`src/rtl/seven_seg_pkg.sv`:
```
// Shared types and constants for the eight-digit common-anode scanner.
package seven_seg_pkg;

  localparam logic [6:0] SEG_BLANK = 7'h7F;
  localparam logic [7:0] AN_OFF    = 8'hFF;

  // Active-low {G,F,E,D,C,B,A}, entry 15 first so that HEX_SEG[n] decodes nibble n.
  localparam logic [15:0][6:0] HEX_SEG = {
    7'h0E, 7'h06, 7'h21, 7'h46, 7'h03, 7'h08, 7'h10, 7'h00,
    7'h78, 7'h02, 7'h12, 7'h19, 7'h30, 7'h24, 7'h79, 7'h40
  };

  typedef struct packed {
    logic [31:0] data;
    logic [7:0]  en;
    logic [7:0]  dp;
  } disp_word_t;

endpackage

```
`src/rtl/hex7_decode.sv`:
```
// Combinational nibble to active-low seven-segment pattern.
module hex7_decode
  import seven_seg_pkg::*;
(
  input  logic [3:0] i_nibble,
  output logic [6:0] o_seg
);

  assign o_seg = HEX_SEG[i_nibble];

endmodule

```
`src/rtl/seven_seg_scanner.sv`:
```
// Eight-digit multiplexed display driver: load port, pending/active word, slot/digit counters
// and a registered output stage so anode and segments always switch on the same edge.
module seven_seg_scanner
  import seven_seg_pkg::*;
#(
  parameter int DIV   = 100000,
  parameter int GUARD = 2
) (
  input  logic        clk,
  input  logic        rst_n,
  input  logic        load_valid,
  output logic        load_ready,
  input  logic [31:0] load_data,
  input  logic [7:0]  load_en,
  input  logic [7:0]  load_dp,
  output logic [6:0]  seg,
  output logic        dp,
  output logic [7:0]  an,
  output logic        frame_tick
);

  localparam int SLOT_W = (DIV > 1) ? $clog2(DIV) : 1;

  logic [SLOT_W-1:0] r_slot;
  logic [2:0]        r_digit;
  disp_word_t        r_act;
  disp_word_t        r_pend;
  logic              r_pend_full;
  logic [6:0]        r_seg;
  logic              r_dp;
  logic [7:0]        r_an;
  logic              r_frame_tick;

  logic              w_slot_wrap;
  logic              w_frame_wrap;
  logic              w_pre_wrap;
  logic              w_blank;
  logic [3:0]        w_nibble;
  logic [6:0]        w_seg;

  assign w_slot_wrap  = (r_slot == SLOT_W'(DIV - 1));
  assign w_frame_wrap = w_slot_wrap && (r_digit == 3'd7);
  assign w_pre_wrap   = (r_slot == SLOT_W'(DIV - 2)) && (r_digit == 3'd7);
  assign w_blank      = (r_slot < SLOT_W'(GUARD)) || !r_act.en[r_digit];
  assign w_nibble     = r_act.data[{r_digit, 2'b00} +: 4];

  hex7_decode u_dec (
    .i_nibble (w_nibble),
    .o_seg    (w_seg)
  );

  always_ff @(posedge clk or negedge rst_n) begin
    if (!rst_n) begin
      r_slot  <= '0;
      r_digit <= '0;
    end else if (w_slot_wrap) begin
      r_slot  <= '0;
      r_digit <= r_digit + 3'd1;
    end else begin
      r_slot  <= r_slot + SLOT_W'(1);
    end
  end

  // Pending word is only replaced while empty, so a commit and a transfer never coincide.
  always_ff @(posedge clk or negedge rst_n) begin
    if (!rst_n) begin
      r_act       <= '0;
      r_pend      <= '0;
      r_pend_full <= 1'b0;
    end else if (r_pend_full) begin
      if (w_frame_wrap) begin
        r_act       <= r_pend;
        r_pend_full <= 1'b0;
      end
    end else if (load_valid) begin
      r_pend      <= '{data: load_data, en: load_en, dp: load_dp};
      r_pend_full <= 1'b1;
    end
  end

  // frame_tick is set one edge early so that it is high exactly during the wrap cycle.
  always_ff @(posedge clk or negedge rst_n) begin
    if (!rst_n) begin
      r_an         <= AN_OFF;
      r_seg        <= SEG_BLANK;
      r_dp         <= 1'b1;
      r_frame_tick <= 1'b0;
    end else begin
      r_frame_tick <= w_pre_wrap;
      if (w_blank) begin
        r_an  <= AN_OFF;
        r_seg <= SEG_BLANK;
        r_dp  <= 1'b1;
      end else begin
        r_an  <= ~(8'b1 << r_digit);
        r_seg <= w_seg;
        r_dp  <= ~r_act.dp[r_digit];
      end
    end
  end

  assign load_ready = ~r_pend_full;
  assign seg        = r_seg;
  assign dp         = r_dp;
  assign an         = r_an;
  assign frame_tick = r_frame_tick;

endmodule

```
`config.mk`:
```
export PLATFORM = sky130hd
export DESIGN_NAME = seven_seg_scanner
export DESIGN_NICKNAME = d
export VERILOG_FILES = /design/src/rtl/seven_seg_pkg.sv /design/src/rtl/hex7_decode.sv /design/src/rtl/seven_seg_scanner.sv
export SDC_FILE = /design/constraint.sdc
export NUM_CORES = 1
export LEC_CHECK = 0
export BUFFER_PORTS_ARGS = -buffer_cell sky130_fd_sc_hd__buf_4
export CORE_UTILIZATION = 55
export DETAILED_ROUTE_END_ITERATION = 8
export GPL_TIMING_DRIVEN = 0
export PLACE_DENSITY_LB_ADDON = 0.12
export SETUP_SLACK_MARGIN = 0.4
export SLEW_MARGIN = 20
export SYNTH_ARGS = -nofsm -noshare
export SYNTH_HDL_FRONTEND = slang
export SYNTH_SLANG_ARGS = --single-unit
```
`constraint.sdc`:
```
create_clock -name clk -period 3.4 [get_ports clk]
set_input_delay 0.17 -clock clk [delete_from_list [all_inputs] [get_ports clk]]
set_output_delay 0.17 -clock clk [all_outputs]
set_load 0.01 [all_outputs]
```
Yosys cells after proc, flatten, opt, wreduce, memory -nomap -nowiden --
Memory sizes are Yosys's and may differ from the RTL's. Index checks and enable logic that the tools add are counted.
Cells by class: add/sub/neg operators 2, multiply operators 0, divide/modulo/power cells 0, $lt $le $gt $ge 3, equal/unequal tests 3, shift-type cells 2, muxes and demuxes 12, bitwise logic cells 3, reduce and logical (&&, ||, !) cells 6
Operators with widths (count):
- $eq 17x17->1 const B | 2
- $shiftx 32x6->4 | 1
- $add 17x1->17 const B | 1
- $lt 17x2->1 const B | 1
- $mux 17 | 1
- $mux 7 | 2
- $mux 8 | 1
- $not 8->8 | 1
- $shl 1x3->8 const A | 1
- $bmux 1 s3 | 2
- $mux 1 | 6
- $lt 4x5->1 const B | 1
- $lt 3x4->1 const B | 1
- $reduce_and 2->1 | 2
- $add 3x1->3 const B | 1
- $eq 3x3->1 const B | 1
- $logic_and 1x1->1 | 2
- $not 1->1 | 2
- $logic_not 1->1 | 1
- $logic_or 1x1->1 | 1
Word-level totals: register bits after elaboration 134, latch bits 0, memory bits (writable) 0, ROM bits 112, output and inout bits 18, logic and storage cells 45, memories kept 1
Memory list:
- (no name shown) | words 16, bits a word 7, read ports 1, clocked after memory_dff 0, write ports 0, RTL line hex7_decode.sv:9 | assign o_seg = HEX_SEG[i_nibble];

Depth between registers and ports, before layout --
Gate-level depths: netlist of the first run.
depth after elaboration 5, depth in mapped cells 9, depth with buffers taken out 8

Cells and area by module --
From an unflattened synthesis of the first run, not the netlist that was laid out.
Second synthesis, totals: cells, all modules 407, area, all modules 5870.6 sq um
By module, submodules not included:
- seven_seg_scanner | times used 1, cells each 375, area each 5595.4 sq um
- hex7_decode | times used 1, cells each 32, area each 275.3 sq um

Worst setup path after synthesis of the first run --
OpenSTA, ideal clock, no wires.
path type flip-flop to flip-flop, from register r_digit[0], to register r_seg[0] (netlist: seg[0]), library setup time 83 ps, data arrival time 2058 ps, required time 3317 ps, setup slack 1259 ps, cell stages (with the launch flop) 9, buffers on the path 1, period minus slack after synthesis 2141 ps, path through dfrtp_1 -> buf_6 -> mux4_2 -> nand2_1 -> nand2_1 -> ha_1 -> or3_1 -> o21ai_0 -> o21ai_1
Between the ends: word-level cells in the longest chain between the ends 5
Ends and longest elaborated chain:
- start: declaration | RTL line seven_seg_scanner.sv:25 | logic [2:0] r_digit;
- start signal: assignment | RTL line seven_seg_scanner.sv:58 | r_digit <= r_digit + 3'd1;
- branches (longest 4 deep; another with $mem_v2 16x7)
- $mux 7 (*) | RTL line seven_seg_scanner.sv:90 | if (w_blank) begin
- end signal: assignment | RTL line seven_seg_scanner.sv:96 | r_seg <= w_seg;
- end: declaration | RTL line seven_seg_scanner.sv:29 | logic [6:0] r_seg;
Mark *: on every way between the ends. The select of a mux whose other input is x is not followed. A chain may end at the register's enable or synchronous reset.

Worst setup path after layout of the first run --
from register r_digit[1], to register r_seg[0] (netlist: seg[0])
The elaborated chain is that of the path after synthesis.

==> metrics.txt, run 1 <==
outcome=finished, final reports clean; Final period util=79.6%; cts bufs inserted=17; Cell Rows=37; hold slack=174 ps; ANT cells=0; fin util=73.6%; first-pass GRT wire length=19100 µm; Worst-Margin Slew=768 ps; Area Overhead vs Synth=30.5%; iteration-0 DRC count of the detailed router=127; Worst Path Max Fanout=10; average wire per cell in the routed design=16.3 µm; CTS tree=built; CP startpoint kind=flop; Post-synth EDFFs=0; PwrDens=471 nW/µm²; worst skew pair latency=520 ps; Yosys reg bits=134; core region area=10200 µm²; highest cell delay on the worst timing path=630 ps; share of synthesized flip-flops with an asynchronous set or reset=100%; Synth Instances=394; static leakage=3.52 nW; H-tree Lvls=4; fin area=7530 µm²; Multi-input gate area=2250 µm²; number of global-route vias before repair=3869; DR DRC count=0; Clock Tree Buf Depth=2; Yosys cell types=39; syn nets=458; post-CTS sizing=0; crit-path most repeated cell=nand2_1; worst min path class=primary input to async pin; Final #Nets=596; Crit-path slowest cell=buf_1; final setup fails=0; Detail Route Antenna Nets=0; fillers=656; register area=3370 µm²; I/O Pins=69; CTS root buffer=clkbuf_8; Crit Path Category=flop to flop; vias per inst=5.26; CP Capture Type=flop; WP data arrival=3140 ps; Post-Route Skew=14.6 ps; maximum VDD drop=0.302 mV; Routed WL=11100 µm; dominant synthesized flop cell=dfrtp_1; Synth Cell Area=5770 µm²; worst path cell trace=buf_1 > mux4_2 > nand2_1 > nand2_1 > ha_1 > or3_1 > o21ai_0 > o21ai_1; die span in y=104 µm; Die X=104 µm; placed cell areas=6480 µm²; Syn Area/Cell=14.6 µm²; final slew viol count=0; fmax=370 MHz; relative slew slack=48.8%; Synth warnings=0; placer congestion estimate=0.807; total negative slack=0 ps; total track usage=22.8%; layout cells sized above 1=41.8%; total gr overflow=0; Worst-path clk slew=60 ps; Max-Cap Viols=0; post-synthesis sequential area ratio=58.5%; largest net degree at the start of global routing=74; crit path from=r_digit[1]; FF-to-FF Start=r_digit[1]; IO buf count=68; HPWL after DPL=7290 µm; initial antenna violation count=0; initial core utilization=56.4%; unrepaired setup endpoints after global routing=no; commonest cells after routing, fill and taps aside=dfrtp_1 (118), mux2_2 (88), buf_4 (71), dlygate4sd3_1 (50), nand2_1 (25); Vias=3584; min Tclk post-route=2700 ps; die area=10900 µm²; WP data required=3840 ps; Hold Violations, Final=0; drt pass-1 iters=4; Clock Sink Count=134; most common cell after layout, fill and taps aside=dfrtp_1
## cell usage after synthesis, types with 2 or more instances
library cell    n  share of area, %
a211oi_1        2              0.26
o221ai_1        3              0.46
nand3_1        10              0.87
dfstp_2        16               7.3
xnor2_1         8               1.2
clkbuf_1        4              0.26
mux4_2         10               3.9
nand4_1         2              0.22
and2_1          3              0.33
mux2_1          9               1.8
inv_1           7              0.46
buf_4           4              0.52
xor2_1          7               1.1
nor2b_1         2              0.22
nor3_1          3              0.26
o21ai_0         3              0.26
buf_6           3              0.59
ha_1           13               2.8
dfrtp_1       118                51
or3_1           2              0.22
a21oi_1         2              0.17
nor2_1         15              0.98
mux4_1          2              0.91
mux2i_1         7               1.2
and3_1          3              0.33
mux2_2         88                17
buf_1           5              0.33
o211ai_1        4              0.52
and4_1          5              0.76
nand2_1        25               1.6
## worst max-delay path, delay by kind of cell (launching register included)
| kind | cells | cell delay, ps |
|---|---|---|
| multiplexers | 1 | 440 |
| adder cells (fa/ha/maj) | 1 | 280 |
| AO/OA/AOI/OAI | 2 | 170 |
| flip-flops | 1 | 510 |
| buffers and inverters | 1 | 630 |
| AND/OR/NAND/NOR | 3 | 600 |
## flip-flops by register name, indices dropped and copies added (netlist names)
name / flops
an: 8
dp: 1
frame_tick: 1
r_act: 48
r_digit: 3
r_pend: 48
r_pend_full: 1
r_slot: 17
seg: 7
## metal layers
metal  GRT usage [%]  vias to the layer above  share of wire [%]
li1                -                     1682                  -
met1            29.9                     1812                 45
met4            8.67                        0                1.4
met2            37.5                       73                 50
met5               0                        -                  0
met3            4.70                       17                2.9
## path summary, 6_finish.rpt
kind,endpoint,slack (ps),cells past startpoint
setup / recovery,seg[0],700,8
hold / removal,r_slot[8],170,2
setup reg to reg,seg[0],700,8
hold reg to reg,r_act[23],490,1
max in group asynchronous,r_act[35],2530,3
min in group clk,r_pend[37],420,3
## report_power, final
group | internal [mW] | total [mW] | switching, mW
Sequential | 1.66 | 1.70 | 0.0356
Clock | 0.973 | 1.66 | 0.682
Combinational | 0.125 | 0.189 | 0.0642
Total | 2.76 | 3.54 | 0.782
## cell families after synthesis
kind of cell	count (synthesis)	synth area share, %
and+or+nand+nor	75	6.79
DFF	134	58.5
adders and majority gates	13	2.82
xor gates and xnor gates	15	2.28
AOI/OAI and AO/OA	15	1.76
buffers and inverters	25	2.49
muxes	117	25.4
## repair_timing
| action | 4_1_cts | 5_1_grt |
|---|---|---|
| hold buffers | 50 | 0 |
| buffers inserted | 0 | 0 |
| hold endpoints to repair | 110 | 0 |
## cell type report
type                    instances  share of cell area (%)
plain buffers                  18                    1.56
clock buffers                  18                    5.55
clock inverters                14                    1.66
inverters                       7                   0.349
multi-input cells             235                    29.9
flip-flops and latches        134                    44.8
well taps                     136                    2.26
repair buffers                119                    13.9
## per-stage QoR
stage / total power [mW] / instances / setup slack, ps
after floorplan: 1.77 / 394 / 1260
after global placement: 1.86 / 598 / 733
after detailed placement: 1.87 / 599 / 738
after CTS: 3.57 / 681 / 719
after global routing: 3.67 / 681 / 568
final: 3.54 / 681 / 695
Note: power is estimated with default switching activity, not from simulation.
==> run 2, diff against run 1 <==
==> constraint.sdc (replaced) <==
create_clock -name clk -period 2.6 [get_ports clk]
set_input_delay 0.13 -clock clk [delete_from_list [all_inputs] [get_ports clk]]
set_output_delay 0.13 -clock clk [all_outputs]
set_load 0.01 [all_outputs]
==> run 2 against run 1 <==
Combinational power up 31%. Via count up 0.45%. Sequential share of layout area down 0.67 points. First-iteration DRC count down 2.4%. Core utilization up 1.2 points.
==> metrics.txt, run 2 (synthesis results as in run 1) <==
fmax=469 MHz; Vias=3600; total track usage=23.0%; Clock Sink Count=134; CP Capture Type=flop; highest cell delay on the worst timing path=530 ps; final slew viol count=0; Detail Route Antenna Nets=0; Cell Rows=37; Final period util=81.9%; I/O Pins=69; Final #Nets=604; HPWL after DPL=7290 µm; Worst-path clk slew=60 ps; total negative slack=0 ps; cts bufs inserted=17; IO buf count=68; Die X=104 µm; initial antenna violation count=0; Routed WL=11200 µm; fin area=7650 µm²; fillers=626; Worst Path Max Fanout=8; placed cell areas=6480 µm²; unrepaired setup endpoints after global routing=no; worst path cell trace=buf_12 > mux4_2 > nand2_1 > nand2_2 > ha_2 > or3_1 > o21ai_0 > o21ai_1; H-tree Lvls=4; crit path from=r_digit[0]; total gr overflow=0; WP data required=3030 ps; static leakage=3.57 nW; final setup fails=0; worst min path class=primary input to async pin; most common cell after layout, fill and taps aside=dfrtp_1; outcome=finished, final reports clean; R2R Setup Slk=470 ps; CP startpoint kind=flop; CTS tree=built; CTS root buffer=clkbuf_8; Worst-Margin Slew=672 ps; placer congestion estimate=0.807; number of global-route vias before repair=3893; WP data arrival=2560 ps; vias per inst=5.22; Crit-path slowest cell=mux4_2; worst skew pair latency=510 ps; average wire per cell in the routed design=16.3 µm; first-pass GRT wire length=19200 µm; Reg2Reg Depth=8; Crit Path Category=flop to flop; die span in y=104 µm; Post-Route Skew=14.6 ps; Max-Cap Viols=0; initial core utilization=56.4%; largest net degree at the start of global routing=74; drt pass-1 iters=4; R2R Path End=seg[0]; commonest cells after routing, fill and taps aside=dfrtp_1 (113), mux2_2 (87), buf_4 (79), dlygate4sd3_1 (50), nand2_1 (23); Clock Tree Buf Depth=2; die area=10900 µm²; layout cells sized above 1=45.2%; min Tclk post-route=2130 ps; iteration-0 DRC count of the detailed router=124; PwrDens=605 nW/µm²; top flop regs=r_act: 48 flops, r_pend: 48 flops, r_slot: 17 flops; DR DRC count=0; core region area=10200 µm²; FF-to-FF Start=r_digit[0]; relative slew slack=55.2%; ANT cells=0; Area Overhead vs Synth=32.7%; Hold Violations, Final=0; maximum VDD drop=0.394 mV
## run 2: cell count changes in the layout (fill, tap and decap cells not counted), sizes merged
| cell | before | now |
|---|---|---|
| buf | 83 | 91 |
## run 2: per-stage QoR
step                setup WS, ps  hold slack [ps]  power (mW)  util (%)  std cells
finish                       469              143        4.63      74.8        689
global route                 375              166        4.80      74.8        689
CTS                          398              147        4.67      74.0        684
detailed placement         -61.5             91.1        2.45      63.4        599
global placement           -67.2              358        2.43      63.0        598
floorplan                    459             -166        2.31         -        394
## run 2: layout make-up
| type | count | area [µm²] | share of cell area [%] |
|---|---|---|---|
| Multi-Input combinational cell | 235 | 2270 | 29.6 |
| Timing Repair Buffer | 127 | 1120 | 14.6 |
| Tap cell | 136 | 170 | 2.22 |
| Clock inverter | 14 | 125 | 1.63 |
| Sequential cell | 134 | 3380 | 44.2 |
| Clock buffer | 18 | 418 | 5.46 |
| Buffer | 18 | 148 | 1.93 |
| Inverter | 7 | 26.3 | 0.343 |
## run 2: critical path, delay by kind of cell, from the launching register on
family	cells	cell delay [ps]
multiplexers	1	530
flip-flops	1	400
AO/OA/AOI/OAI	2	180
AND/OR/NAND/NOR	3	600
buffers and inverters	1	140
adder cells (fa/ha/maj)	1	220
## run 2: worst max path at each step
stage,endpoint,depth (start not counted),slack [ps]
6_report,seg[0],8,470
5_1_grt,seg[0],8,370
4_1_cts,seg[0],8,400
3_5_place_dp,seg[0],8,-60
3_3_place_gp,seg[0],8,-70
2_1_floorplan,seg[0],8,460
## run 2: power by group
| part | switching, mW | leakage, nW | total [mW] | internal (mW) |
|---|---|---|---|---|
| Sequential | 0.0460 | 1.71 | 2.22 | 2.17 |
| Combinational | 0.0838 | 1.60 | 0.247 | 0.163 |
| Clock | 0.887 | 0.262 | 2.16 | 1.27 |
## run 2: what timing repair did
item | 4_1_cts | 5_1_grt
pin swaps | 3 | 3
gates resized for setup | 8 | 16
endpoints found under the hold margin | 176 | 0
setup buffers | 3 | 5
hold buffers | 50 | 0
setup endpoints to repair | 16 | 36
## run 2: layer usage
metal  track usage (%)  wire length [µm]
met1              30.2              4970
met2              37.8              5690
met3              4.70               440
met4              8.67                99
met5                 0                 0
